`src/rtl/qtestpd_mem_test_pkg.sv`:
```
// Shared types, widths and the fill pattern for the memory test master.
package qtestpd_mem_test_pkg;

    localparam int DATA_W = 64;
    localparam int ADDR_W = 7;
    localparam int BE_W   = DATA_W / 8;
    localparam int NUM_W  = ADDR_W + 1;

    typedef enum logic [2:0] {
        ST_IDLE  = 3'd0,
        ST_WRITE = 3'd1,
        ST_READ  = 3'd2,
        ST_DRAIN = 3'd3,
        ST_DONE  = 3'd4
    } state_e;

    // Upper half carries seed+i, lower half its complement, so no word is all-zero.
    function automatic logic [DATA_W-1:0] pattern(input logic [31:0] seed,
                                                  input logic [NUM_W-1:0] idx);
        logic [31:0] s;
        s = seed + {{(32-NUM_W){1'b0}}, idx};
        return {s, ~s};
    endfunction

endpackage

```
`src/rtl/qtestpd_mem_test_cmp.sv`:
```
// Expected-data pipe aligned to the slave read latency, comparator,
// saturating error counter and first-error address capture.
module qtestpd_mem_test_cmp
    import qtestpd_mem_test_pkg::*;
#(
    parameter int READ_LATENCY = 1,
    parameter int ERR_W        = 8
) (
    input  logic              clk_i,
    input  logic              rst_ni,
    input  logic              clear_i,
    input  logic              flush_i,
    input  logic              en_i,
    input  logic              push_i,
    input  logic [ADDR_W-1:0] push_addr_i,
    input  logic [DATA_W-1:0] push_data_i,
    input  logic [DATA_W-1:0] readdata_i,
    output logic [ERR_W-1:0]  err_count_o,
    output logic [ADDR_W-1:0] first_err_addr_o
);

    localparam logic [ERR_W-1:0] ERR_MAX = {ERR_W{1'b1}};

    logic [READ_LATENCY-1:0] vld_q;
    logic [DATA_W-1:0]       exp_q [READ_LATENCY];
    logic [ADDR_W-1:0]       adr_q [READ_LATENCY];
    logic [ERR_W-1:0]        err_q;
    logic [ADDR_W-1:0]       first_q;
    logic                    mismatch_s;

    assign mismatch_s = en_i && vld_q[READ_LATENCY-1]
                        && (readdata_i != exp_q[READ_LATENCY-1]);

    // Shift register of expected words; flushing only drops the valid bits.
    always_ff @(posedge clk_i or negedge rst_ni) begin
        if (!rst_ni) begin
            vld_q <= '0;
            for (int i = 0; i < READ_LATENCY; i++) begin
                exp_q[i] <= '0;
                adr_q[i] <= '0;
            end
        end else begin
            exp_q[0] <= push_data_i;
            adr_q[0] <= push_addr_i;
            for (int i = 1; i < READ_LATENCY; i++) begin
                exp_q[i] <= exp_q[i-1];
                adr_q[i] <= adr_q[i-1];
            end
            if (flush_i || clear_i) begin
                vld_q <= '0;
            end else begin
                vld_q[0] <= push_i;
                for (int i = 1; i < READ_LATENCY; i++) begin
                    vld_q[i] <= vld_q[i-1];
                end
            end
        end
    end

    // Error accounting; a compare in flight during abort still counts.
    always_ff @(posedge clk_i or negedge rst_ni) begin
        if (!rst_ni) begin
            err_q   <= '0;
            first_q <= '0;
        end else if (clear_i) begin
            err_q   <= '0;
            first_q <= '0;
        end else if (mismatch_s) begin
            if (err_q != ERR_MAX) begin
                err_q <= err_q + {{(ERR_W-1){1'b0}}, 1'b1};
            end
            if (err_q == {ERR_W{1'b0}}) begin
                first_q <= adr_q[READ_LATENCY-1];
            end
        end
    end

    assign err_count_o      = err_q;
    assign first_err_addr_o = first_q;

endmodule

```
`src/rtl/qtestpd_mem_test_master.sv`:
```
// Avalon-MM host that fills a word window with a seeded pattern, reads it
// back and reports mismatches; used for memory bring-up and self-test.
module qtestpd_mem_test_master
    import qtestpd_mem_test_pkg::*;
#(
    parameter int READ_LATENCY = 1,
    parameter int ERR_W        = 8
) (
    input  logic              clk,
    input  logic              reset_n,
    input  logic              start,
    input  logic              abort,
    input  logic [ADDR_W-1:0] base_addr,
    input  logic [NUM_W-1:0]  num_words,
    input  logic [31:0]       seed,
    output logic              busy,
    output logic              done,
    output logic [ERR_W-1:0]  err_count,
    output logic [ADDR_W-1:0] first_err_addr,
    output logic [ADDR_W-1:0] address,
    output logic [BE_W-1:0]   byteenable,
    output logic              chipselect,
    output logic              write,
    output logic [DATA_W-1:0] writedata,
    output logic              clken,
    input  logic [DATA_W-1:0] readdata
);

    localparam int DR_W = (READ_LATENCY > 1) ? $clog2(READ_LATENCY) : 1;

    state_e            state_q;
    logic [ADDR_W-1:0] base_q;
    logic [NUM_W-1:0]  num_q;
    logic [31:0]       seed_q;
    logic [NUM_W-1:0]  idx_q;
    logic [DR_W-1:0]   drain_q;
    logic              busy_q;
    logic              done_q;
    logic              cs_q;
    logic              write_q;
    logic [ADDR_W-1:0] address_q;
    logic [DATA_W-1:0] writedata_q;

    logic [NUM_W-1:0]  idx_nxt_s;
    logic [ADDR_W-1:0] addr_nxt_s;
    logic              last_s;
    logic              accept_s;
    logic              abort_s;
    logic              push_s;
    logic              cmp_en_s;

    assign idx_nxt_s  = idx_q + {{(NUM_W-1){1'b0}}, 1'b1};
    assign addr_nxt_s = base_q + idx_nxt_s[ADDR_W-1:0];
    assign last_s     = (idx_q == (num_q - {{(NUM_W-1){1'b0}}, 1'b1}));
    assign accept_s   = (state_q == ST_IDLE) && start && !abort;
    assign abort_s    = (state_q != ST_IDLE) && abort;
    assign push_s     = (state_q == ST_READ);
    assign cmp_en_s   = (state_q == ST_READ) || (state_q == ST_DRAIN);

    // Sequencer: outputs are registered and describe the transfer of the current cycle.
    always_ff @(posedge clk or negedge reset_n) begin
        if (!reset_n) begin
            state_q     <= ST_IDLE;
            base_q      <= '0;
            num_q       <= '0;
            seed_q      <= 32'd0;
            idx_q       <= '0;
            drain_q     <= '0;
            busy_q      <= 1'b0;
            done_q      <= 1'b0;
            cs_q        <= 1'b0;
            write_q     <= 1'b0;
            address_q   <= '0;
            writedata_q <= '0;
        end else begin
            done_q <= 1'b0;
            if (abort_s) begin
                state_q <= ST_IDLE;
                busy_q  <= 1'b0;
                cs_q    <= 1'b0;
                write_q <= 1'b0;
            end else begin
                case (state_q)
                    ST_IDLE: begin
                        if (accept_s) begin
                            base_q  <= base_addr;
                            num_q   <= num_words;
                            seed_q  <= seed;
                            idx_q   <= '0;
                            busy_q  <= 1'b1;
                            drain_q <= '0;
                            if (num_words != {NUM_W{1'b0}}) begin
                                state_q     <= ST_WRITE;
                                cs_q        <= 1'b1;
                                write_q     <= 1'b1;
                                address_q   <= base_addr;
                                writedata_q <= pattern(seed, {NUM_W{1'b0}});
                            end else begin
                                // Empty window: skip the bus and just flush out a done pulse.
                                state_q <= ST_DRAIN;
                            end
                        end
                    end
                    ST_WRITE: begin
                        if (last_s) begin
                            state_q   <= ST_READ;
                            idx_q     <= '0;
                            write_q   <= 1'b0;
                            address_q <= base_q;
                        end else begin
                            idx_q       <= idx_nxt_s;
                            address_q   <= addr_nxt_s;
                            writedata_q <= pattern(seed_q, idx_nxt_s);
                        end
                    end
                    ST_READ: begin
                        if (last_s) begin
                            state_q <= ST_DRAIN;
                            cs_q    <= 1'b0;
                            drain_q <= '0;
                        end else begin
                            idx_q     <= idx_nxt_s;
                            address_q <= addr_nxt_s;
                        end
                    end
                    ST_DRAIN: begin
                        if (drain_q == DR_W'(READ_LATENCY - 1)) begin
                            state_q <= ST_DONE;
                            done_q  <= 1'b1;
                            busy_q  <= 1'b0;
                        end else begin
                            drain_q <= drain_q + {{(DR_W-1){1'b0}}, 1'b1};
                        end
                    end
                    ST_DONE: begin
                        state_q <= ST_IDLE;
                    end
                    default: begin
                        state_q <= ST_IDLE;
                        busy_q  <= 1'b0;
                        cs_q    <= 1'b0;
                        write_q <= 1'b0;
                    end
                endcase
            end
        end
    end

    qtestpd_mem_test_cmp #(
        .READ_LATENCY (READ_LATENCY),
        .ERR_W        (ERR_W)
    ) u_cmp (
        .clk_i            (clk),
        .rst_ni           (reset_n),
        .clear_i          (accept_s),
        .flush_i          (abort_s),
        .en_i             (cmp_en_s),
        .push_i           (push_s),
        .push_addr_i      (address_q),
        .push_data_i      (pattern(seed_q, idx_q)),
        .readdata_i       (readdata),
        .err_count_o      (err_count),
        .first_err_addr_o (first_err_addr)
    );

    assign busy       = busy_q;
    assign done       = done_q;
    assign chipselect = cs_q;
    assign write      = write_q;
    assign address    = address_q;
    assign writedata  = writedata_q;
    assign byteenable = {BE_W{1'b1}};
    assign clken      = 1'b1;

endmodule
```
`config.mk`:
```
export PLATFORM = sky130hd
export DESIGN_NAME = qtestpd_mem_test_master
export DESIGN_NICKNAME = d
export VERILOG_FILES = /design/src/rtl/qtestpd_mem_test_pkg.sv /design/src/rtl/qtestpd_mem_test_cmp.sv /design/src/rtl/qtestpd_mem_test_master.sv
export SDC_FILE = /design/constraint.sdc
export NUM_CORES = 1
export LEC_CHECK = 0
export ABC_AREA = 0
export CAP_MARGIN = 20
export CORE_ASPECT_RATIO = 0.8
export CORE_MARGIN = 4
export CORE_UTILIZATION = 46
export DETAILED_ROUTE_END_ITERATION = 7
export PLACE_DENSITY = 0.69
export SLEW_MARGIN = 10
export SYNTH_ARGS = -nofsm -noshare
export SYNTH_HDL_FRONTEND = slang
export SYNTH_SLANG_ARGS = --single-unit
```
`constraint.sdc`:
```
create_clock -name clk -period 5.87 [get_ports clk]
set_input_delay 1.761 -clock clk [delete_from_list [all_inputs] [get_ports clk]]
set_output_delay 1.761 -clock clk [all_outputs]
set_load 0.005 [all_outputs]
```
==> impl_metrics.json <==
{
  "clockBufferDepth": 3,
  "ys_top_cells_by_area": "dfrtp_1 (48%), xnor2_1 (8.2%), nand2_1 (6.3%), nor2_1 (3.7%), xor2_1 (3.4%)",
  "wirelength_mm": 32.5,
  "diodes": 0,
  "num_rows": 51,
  "synthDominantCellAreaShare_pct": 48.3,
  "antenna_found_initial": 0,
  "r2r-start": "idx_q[1]",
  "rsz0062_at_grt": "false",
  "cp.required_ns": 6.27,
  "dp_hpwl_mm": 24.1,
  "vias_per_cell": 5.46,
  "hold_path.class": "flop to flop",
  "crit_type": "input pin to flop",
  "fp.dieH_um": 149,
  "grt_start_max_net_pins": 122,
  "firstDrtPassIters": 5,
  "clkLatencyLatePin_ns": 0.51,
  "post-route-min-period_ns": 4.07,
  "p_per_area_nw_per_um2": 407,
  "dieArea_um2": 27400,
  "slew_violations": 0,
  "numCtsBuffers": 23,
  "timing.rr.end": "writedata[13]",
  "gp_congestion": 0.896,
  "synth_edf_count": 0,
  "pre_cts_ws_ns": 1.33,
  "met3WireLength_mm": 2.26,
  "route.detailed.drc": 0,
  "initial_core_util_pct": 46.7,
  "fin_worst_skew_ns": 0.0106,
  "reg2reg_slack_ns": 2.06,
  "core_um2": 24400,
  "wl_met2_mm": 15.1,
  "peakVddDrop_mv": 0.250,
  "crit_arrival_ns": 4.47,
  "nets": 1494,
  "yosysSeqAreaShare_pct": 48.3,
  "cp-startpoint": "num_words[5]",
  "wl_per_cell_um": 19.3,
  "p_leak_uw": 0.00633,
  "netlist_area_um2": 11400,
  "fin_util_pct": 59.3,
  "syn_avg_cell_area_um2": 9.71,
  "multiInputGateArea_um2": 5450,
  "cts_resized": 0,
  "yosys.area.top_type": "dfrtp_1",
  "yosys_warnings": 0,
  "maxSlewHeadroom_pct": 26.9,
  "final_cell_mix": "dfrtp_1 (220), clkdlybuf4s50_1 (203), nand2_1 (190)",
  "io_pins": 214,
  "vias": 9188,
  "reg2regPathDepth": 11,
  "end_kind": "flop",
  "htreeDepth": 1,
  "drive_gt1_share_pct": 5.64,
  "portBuffers": 204,
  "nFillCells": 2090,
  "hold_viol": 0,
  "crit_end": "writedata[50]",
  "die_width_um": 184,
  "layout_commonest_cell": "dfrtp_1",
  "worst_pin_slew_ns": 1.10,
  "maxCapViolCount": 0,
  "path_clk_slew_ns": 0.06,
  "crit_fanout": 51,
  "ys_types": 68,
  "synth-async-reset-ratio_pct": 100,
  "cp-start-kind": "input pin",
  "gr-usage-all-layers_pct": 23.2,
  "cts_sinks": 220,
  "ctsHoldBuffers": 0,
  "gr-total-overflow": 0,
  "drt-initial-drc-count": 722,
  "layout.area.seq_um2": 5510,
  "area_delta_synth_final_pct": 26.8,
  "top_signal_layer_used": "met4",
  "grt_pass1_wl_mm": 50.1,
  "synth_flop_cell": "dfrtp_1",
  "tns_ns": 0,
  "synth-seq-cells": 220,
  "power_uw": 5880,
  "met1_length_mm": 14.4,
  "setup_violations": 0,
  "ant_nets": 0,
  "grt_pass1_vias": 8995,
  "syn_inst": 1173,
  "cts_root_buf": "clkbuf_16",
  "status": "complete, no violations",
  "fin_crit_sh_pct": 69.4,
  "cts_tree": "built",
  "fmax_ghz": 0.246,
  "setup_slack_ns": 1.80,
  "cts_setup_buffers": 0
}
==> routing by layer <==
layer	vias up	global-route usage (%)
li1	4332	-
met1	4492	33.8
met2	316	36.5
met3	48	3.83
met4	0	5.76
met5	-	0
==> cells by family (layout without fill, tap and decap cells) <==
kind of cell | after synthesis | in the layout | share of synthesized area [%]
buffers and inverters | 109 | 294 | 4.32
flip-flops | 220 | 220 | 48.3
XOR/XNOR | 152 | 152 | 11.8
other | 1 | 9 | 0.0329
AO/OA/AOI/OAI | 190 | 190 | 11.6
multiplexers | 22 | 22 | 1.99
AND/OR/NAND/NOR | 450 | 450 | 18.5
adder cells (fa/ha/maj) | 29 | 29 | 3.38
==> worst max-delay path, cell delays in order <==
cell,delay [ns]
clkdlybuf4s50_1,0.42
nor4_1,0.55
nand2_1,0.24
nand2_1,0.18
o31a_2,0.88
a311oi_1,0.18
a21o_1,0.22
==> flip-flops by register name (all words and copies together), names as in the netlist, 3 cells and up <==
signal	cells
address	7
base_q	7
idx_q	8
num_q	8
seed_q	32
state_q	3
u_cmp.adr_q	7
u_cmp.err_count_o	8
u_cmp.exp_q	64
u_cmp.first_err_addr_o	7
writedata	64
==> through the flow <==
stage	hold slack [ns]	cell area, um2	std cells
after floorplan	0.391	11400	1181
after global placement	0.386	13600	1641
after detailed placement	0.393	13600	1641
after CTS	0.409	14400	1682
after global routing	0.422	14400	1684
final	0.405	14400	1684
==> worst min-delay path by stage <==
| stage | depth (start not counted) | end | startpoint | slack [ns] |
|---|---|---|---|---|
| after detailed placement | 0 | u_cmp.adr_q[4] | address[4] | 0.39 |
| after floorplan | 0 | u_cmp.adr_q[2] | address[2] | 0.39 |
| final | 0 | u_cmp.adr_q[4] | address[4] | 0.40 |
| after global placement | 0 | u_cmp.adr_q[3] | address[3] | 0.39 |
| after CTS | 0 | u_cmp.adr_q[4] | address[4] | 0.41 |
| after global routing | 0 | u_cmp.adr_q[4] | address[4] | 0.42 |
==> Yosys cell counts (12+ instances only) <==
cell and number:
mux2i_1 17, o21a_1 12, nand2_1 190, nor2_1 112
xor2_1 44, nor3_1 13, ha_1 26, buf_4 18
a21oi_1 32, xnor2_1 107, dfrtp_1 220, o21ai_0 31
or3_1 13, and3_1 15, nand3_1 24, a211oi_1 14
a21o_1 34, a311oi_1 14, nand4_1 26, inv_1 38
clkbuf_1 40
==> cell type report <==
class	instances	share of cell area [%]
clock buffer	35	4.85
clock inverter	6	0.606
inverter	38	0.987
multi-input combinational	852	37.7
sequential	220	38.1
tap	318	2.75
timing repair buffer	215	14.9
==> power breakdown <==
group | internal (uW) | switching, uW
logic | 1030 | 885
clock network | 910 | 606
registers | 2010 | 449
total | 3950 | 1940
Note: power is estimated with default switching activity, not from simulation.
